### src/rtl/bhc_pkg.sv
// Shared encodings for the branch history controller's 2-bit saturating counters.
// Imported by sat_counter2 and branch_history_ctrl.
package bhc_pkg;

  localparam int CNT_W = 2;

  localparam logic [CNT_W-1:0] SNT = 2'b00;
  localparam logic [CNT_W-1:0] WNT = 2'b01;
  localparam logic [CNT_W-1:0] WT  = 2'b10;
  localparam logic [CNT_W-1:0] ST  = 2'b11;

  localparam logic [CNT_W-1:0] CNT_RST = WNT;

endpackage

### src/rtl/sat_counter2.sv
// 2-bit saturating counter next state, purely combinational (0 latency, no flow control).
// Moves toward ST on taken and toward SNT on not-taken, holding at either end.
module sat_counter2
  import bhc_pkg::*;
(
  input  logic [CNT_W-1:0] cur,
  input  logic             taken,
  output logic [CNT_W-1:0] nxt
);

  always_comb begin
    nxt = cur;
    if (taken) begin
      if (cur != ST) nxt = cur + 2'd1;
    end else begin
      if (cur != SNT) nxt = cur - 2'd1;
    end
  end

endmodule

### src/rtl/branch_history_ctrl.sv
// PHT of 2-bit counters: 0-cycle lookup with same-cycle update bypass, registered 1-cycle redirect/correct pulses.
// ex_stall freezes updates and pulses; optional BHC_STATS_EN adds branch/mispredict counters.
module branch_history_ctrl
  import bhc_pkg::*;
#(
  parameter int XLEN   = 32,
  parameter int IDX_W  = 6,
  parameter int PC_LSB = 2
) (
  input  logic            clk,
  input  logic            reset,
  input  logic [XLEN-1:0] if_pc,
  output logic            if_predicted,
  input  logic            ex_valid,
  input  logic            ex_stall,
  input  logic [XLEN-1:0] ex_pc,
  input  logic            ex_predicted,
  input  logic            ex_actual,
  output logic            redirect,
  output logic            redirect_tgt,
  output logic            pred_correct
`ifdef BHC_STATS_EN
  ,
  output logic [31:0]     stat_branches,
  output logic [31:0]     stat_mispredicts
`endif
);

  localparam int DEPTH = 1 << IDX_W;

  logic [CNT_W-1:0] pht [DEPTH];
  logic [IDX_W-1:0] if_idx;
  logic [IDX_W-1:0] ex_idx;
  logic [CNT_W-1:0] ex_cur;
  logic [CNT_W-1:0] ex_nxt;
  logic             fire;
  logic             mispredict;
  logic             unused_pc_bits;

  assign if_idx = if_pc[PC_LSB+IDX_W-1:PC_LSB];
  assign ex_idx = ex_pc[PC_LSB+IDX_W-1:PC_LSB];
  assign unused_pc_bits = ^{if_pc[XLEN-1:PC_LSB+IDX_W], if_pc[PC_LSB-1:0],
                            ex_pc[XLEN-1:PC_LSB+IDX_W], ex_pc[PC_LSB-1:0]};

  assign fire       = ex_valid & ~ex_stall;
  assign mispredict = ex_predicted ^ ex_actual;
  assign ex_cur     = pht[ex_idx];

  sat_counter2 u_sat (
    .cur   (ex_cur),
    .taken (ex_actual),
    .nxt   (ex_nxt)
  );

  // Same-cycle update to the looked-up entry: fetch sees the value being written.
  assign if_predicted = (fire && (if_idx == ex_idx)) ? ex_nxt[1] : pht[if_idx][1];

  always_ff @(posedge clk or posedge reset) begin
    if (reset) begin
      for (int i = 0; i < DEPTH; i++) pht[i] <= CNT_RST;
    end else if (fire) begin
      pht[ex_idx] <= ex_nxt;
    end
  end

  always_ff @(posedge clk or posedge reset) begin
    if (reset) begin
      redirect     <= 1'b0;
      pred_correct <= 1'b0;
      redirect_tgt <= 1'b0;
    end else begin
      redirect     <= fire & mispredict;
      pred_correct <= fire & ~mispredict;
      if (fire) redirect_tgt <= ~(~ex_predicted & ex_actual);
    end
  end

`ifdef BHC_STATS_EN
  always_ff @(posedge clk or posedge reset) begin
    if (reset) begin
      stat_branches    <= 32'd0;
      stat_mispredicts <= 32'd0;
    end else if (fire) begin
      stat_branches <= stat_branches + 32'd1;
      if (mispredict) stat_mispredicts <= stat_mispredicts + 32'd1;
    end
  end
`endif

endmodule

### config.mk
export PLATFORM = sky130hd
export DESIGN_NAME = branch_history_ctrl
export DESIGN_NICKNAME = d
export VERILOG_FILES = /design/src/rtl/bhc_pkg.sv /design/src/rtl/sat_counter2.sv /design/src/rtl/branch_history_ctrl.sv
export SDC_FILE = /design/constraint.sdc
export NUM_CORES = 1
export LEC_CHECK = 0
export CAP_MARGIN = 0
export CORE_MARGIN = 1.5
export CORE_UTILIZATION = 62
export DETAILED_ROUTE_END_ITERATION = 10
export GPL_TIMING_DRIVEN = 1
export PLACE_DENSITY = 0.83
export SYNTH_ARGS = -nofsm -noshare
export SYNTH_HDL_FRONTEND = slang
export SYNTH_SLANG_ARGS = --single-unit
### constraint.sdc
create_clock -name clk -period 12.8 [get_ports clk]
set_input_delay 2.56 -clock clk [delete_from_list [all_inputs] [get_ports clk]]
set_output_delay 2.56 -clock clk [all_outputs]
set_load 0.02 [all_outputs]
==> run_results.csv <==
group,metric,value,unit
routing,drt_pre_antenna_iters,5,
routing,via_count,5864,
cells_and_area,num-nets-final,779,
grt,gr-usage-met1,42.45,%
clock_tree,cts_root_buffer,"clkbuf_16",
power_and_ir_drop,power.clock.fraction,44.6,%
worst_setup_path,critical_path_peak_fanout,65,
clock_tree,cts_buffers,17,
routing,routed_via_density,6.811,
power_and_ir_drop,switchingPower,0.2690,mW
logic_synthesis,synth_most_common_cell,"nand2_1",
sta,final.period_utilization,76.48,%
worst_setup_path,crit-reg2reg-capture,"pht[40]",
logic_synthesis,yosys.area.top_type,"dfstp_2",
routing,remaining_antenna_violation_count_after_routing,0,
floorplan,chipWidth,110.1,um
logic_synthesis,yosys_register_bits,131,
worst_setup_path,timing.critical_path.cells,"clkdlybuf4s50_1 -> buf_4 -> clkinv_1 -> mux2i_1 -> o31ai_1 -> or4_4 -> nor3_1 -> maj3_2 -> a21oi_1 -> clkdlybuf4s50_1",
worst_setup_path,largest_delay_contributor_family_on_the_critical_path,"buffers and inverters",
worst_setup_path,r2r_depth,8,
worst_setup_path,setup.worst_path.start,"ex_pc[3]",
clock_tree,cts.htree.levels,4,
logic_synthesis,ys_types,56,
status,run_status,"finished, final reports clean",
min_path,worst_hold_path.num_cells,2,
clock_tree,ctsHoldBuffers,0,
flow_run,max_cap_violations,0,
floorplan,placeableCoreArea,11030,sq um
sta,highest_clock_rate,102.1,MHz
logic_synthesis,seq_area_frac_synth,47.19,%
clock_tree,cts_sinks,131,
power_and_ir_drop,share_comb_of_total_power,11.7,%
floorplan,num_io_pins,74,
grt,total_overflow_reported_by_the_global_router,0,
sta,max_slew.worst_pin.slew,1.262,ns
grt,grt_first_pass_wirelength,30080,um
worst_setup_path,cp_slowest_stage_delay,0.99,ns
worst_setup_path,arrival,7.23,ns
worst_setup_path,timing.critical_path.required,10.24,ns
cells_and_area,diodes,0,
floorplan,vert_die_dim,110.1,um
sta,final_max_slew_viol_count,0,
power_and_ir_drop,netSwitchingFraction,24.92,%
sta,grt_setup_unrepaired,"no",
worst_setup_path,criticalPathCategory,"primary input to primary output",
grt,antenna_violations_before_repair,0,
logic_synthesis,share_of_synthesized_flip_flops_with_an_asynchronous_set_or_reset,100.0,%
grt,pin_count_of_the_biggest_net_entering_global_routing,74,
worst_setup_path,critical-path-slowest-cell,"maj3_2",
routing,drc,0,
min_path,timing.hold.worst_endpoint,"pht[104]",
logic_synthesis,netlist_top_cells_area,"dfstp_2 (24%), dfrtp_1 (24%), nand2_1 (11%)",
logic_synthesis,synth-warning-count,0,
clock_tree,clock_tree_from_tritoncts,"yes",
logic_synthesis,synth_top_area_share,23.63,%
worst_setup_path,crit_top_cell,"clkdlybuf4s50_1",
logic_synthesis,synthesized_cell_area,7117,sq um
clock_tree,postCtsResizedCells,0,
clock_tree,clk-insertion-delay-late,0.42,ns
floorplan,initial_utilization,64.52,%
sta,worst_slew_margin_rel,15.69,%
cells_and_area,fillCellCount,746,
logic_synthesis,syn_nets,773,
placement,dpl.hpwl,11980,um
worst_setup_path,timing.rr.start,"pht[75]",
worst_setup_path,critical_path_cell_count,10,
grt,use_met3,9.347,%
placement,placement.io_buffers,21,
cells_and_area,final_util,71.35,%
grt,met2_usage,52.09,%
sta,final.setup.tns,0,ns
min_path,hold_path_startpoint,"pht[104]",
clock_tree,path_clk_slew,0.05,ns
sta,setup_violation_total_in_the_final_timing_report,0,
sta,clock_skew,0.01170,ns
floorplan,die-area,12130,sq um
routing,drt_first_iter_violations,602,
logic_synthesis,syn_area_per_cell,10.14,sq um
sta,finalHoldViolCount,0,
logic_synthesis,ys_top_cells_by_count,"nand2_1 (207), o21ai_0 (72), dfrtp_1 (67), dfstp_2 (64), o21ai_2 (60)",
sta,finalCriticalPeriod,9.790,ns
worst_setup_path,worst_setup_slack_for_register_to_register_paths,8.79,ns
logic_synthesis,postSynth.topFlopCell,"dfrtp_1",
grt,global_route.usage.total,33.85,%
cells_and_area,area_delta_synth_final,10.58,%
power_and_ir_drop,seq_power_share,43.7,%
clock_tree,cts_setup_buffers,0,
grt,grt_pass1_vias,5825,
min_path,hp-class,"flop to flop",
routing,avgRoutedWirePerCell,21.93,um
logic_synthesis,synth-edff-count,0,
routing,drt-total-wl,18880,um
worst_setup_path,cp-end-kind,"primary output",
floorplan,fp-row-count,38,
worst_setup_path,worst-path-buf-inv,4,
power_and_ir_drop,cellLeakagePower,3.055,nW
logic_synthesis,synthesis.instances,702,
power_and_ir_drop,power-per-cell-area,137.1,nW/um^2
placement,last_weighted_congestion_value_of_the_routability_driven_placer,1.008,
worst_setup_path,critPathLaunchType,"primary input",
power_and_ir_drop,power_internal,0.8103,mW
power_and_ir_drop,worst_vdd_ir,0.1301,mV
cells_and_area,drive_above_1_share,28.02,%
grt,grt_busiest_layer,"met2",
clock_tree,max-clock-path-buffers,2,
==> power by group through the flow <==
stage	Clock (mW)	Sequential, mW	Combinational [mW]
finish	0.482	0.471	0.126
detailed placement	0	0.476	0.124
CTS	0.486	0.470	0.125
global placement	0	0.474	0.120
floorplan	0	0.471	0.0999
global route	0.506	0.474	0.137
==> per-layer routing <==
metal | part of all wire (%) | wire, um
met4 | 5.8 | 1097
met3 | 9.8 | 1846
met1 | 38 | 7162
met2 | 46 | 8777
met5 | 0 | 0
==> flip-flops by register name, indices dropped and copies added, names as in the netlist <==
| signal | cells |
|---|---|
| pred_correct | 1 |
| redirect | 1 |
| redirect_tgt | 1 |
| pht | 128 |
==> worst max path at each step <==
stage / endpoint / slack (ns)
2_1_floorplan: if_predicted / 5.31
3_3_place_gp: if_predicted / 3.20
3_5_place_dp: if_predicted / 3.13
4_1_cts: if_predicted / 3.12
5_1_grt: if_predicted / 2.89
6_report: if_predicted / 3.01
==> cell families after synthesis <==
kind of cell    after synthesis  synth area share (%)
xor+xnor                      6                0.7385
compound gates              202                 20.38
fa+ha+maj                     2                0.3164
simple gates                265                 16.02
buf+inv                      49                 4.378
flops                       131                 47.19
mux                          47                 10.99
==> layout make-up <==
cell class	instances	area, sq um	area share [%]
clock inverter	4	70.07	0.8903
multi-input combinational	522	3468	44.07
inverter	9	36.28	0.4610
timing repair buffer	27	245.2	3.116
tap	140	175.2	2.226
sequential	131	3358	42.67
clock buffer	28	516.7	6.566
==> placed cells by master (no fill, tap or decap), drive strengths merged, types with 4 or more instances in the layout <==
cell,synthesis,final
nand2,207,207
o21ai,133,133
dfrtp,67,67
dfstp,64,64
clkbuf,10,28
mux4,24,24
clkdlybuf4s50,0,19
a22oi,16,16
mux2i,14,14
a221oi,12,12
nor2,11,11
mux2,9,9
inv,8,8
buf,30,8
nor2b,7,7
a21oi,7,7
a22o,6,6
o22ai,6,6
nor3,6,6
nand3b,5,5
nand3,5,5
and3,5,5
a211o,4,4
and2,4,4
==> through the flow <==
stage	cells	setup WS [ns]	power (mW)	hold WS (ns)	instance area, sq um
global placement	829	3.203	0.5941	0.4572	7283
detailed placement	829	3.129	0.6007	0.4628	7283
CTS	861	3.122	1.082	0.4704	7870
floorplan	702	5.312	0.5706	0.4522	7117
finish	861	3.010	1.079	0.4697	7870
global route	861	2.894	1.116	0.4827	7870
==> tightest hold or removal path: stages (launching register included) <==
cell and delay, ns:
dfstp_2 0.36, nand2_1 0.06, o21ai_2 0.05
Power figures use the tool's default switching activity.
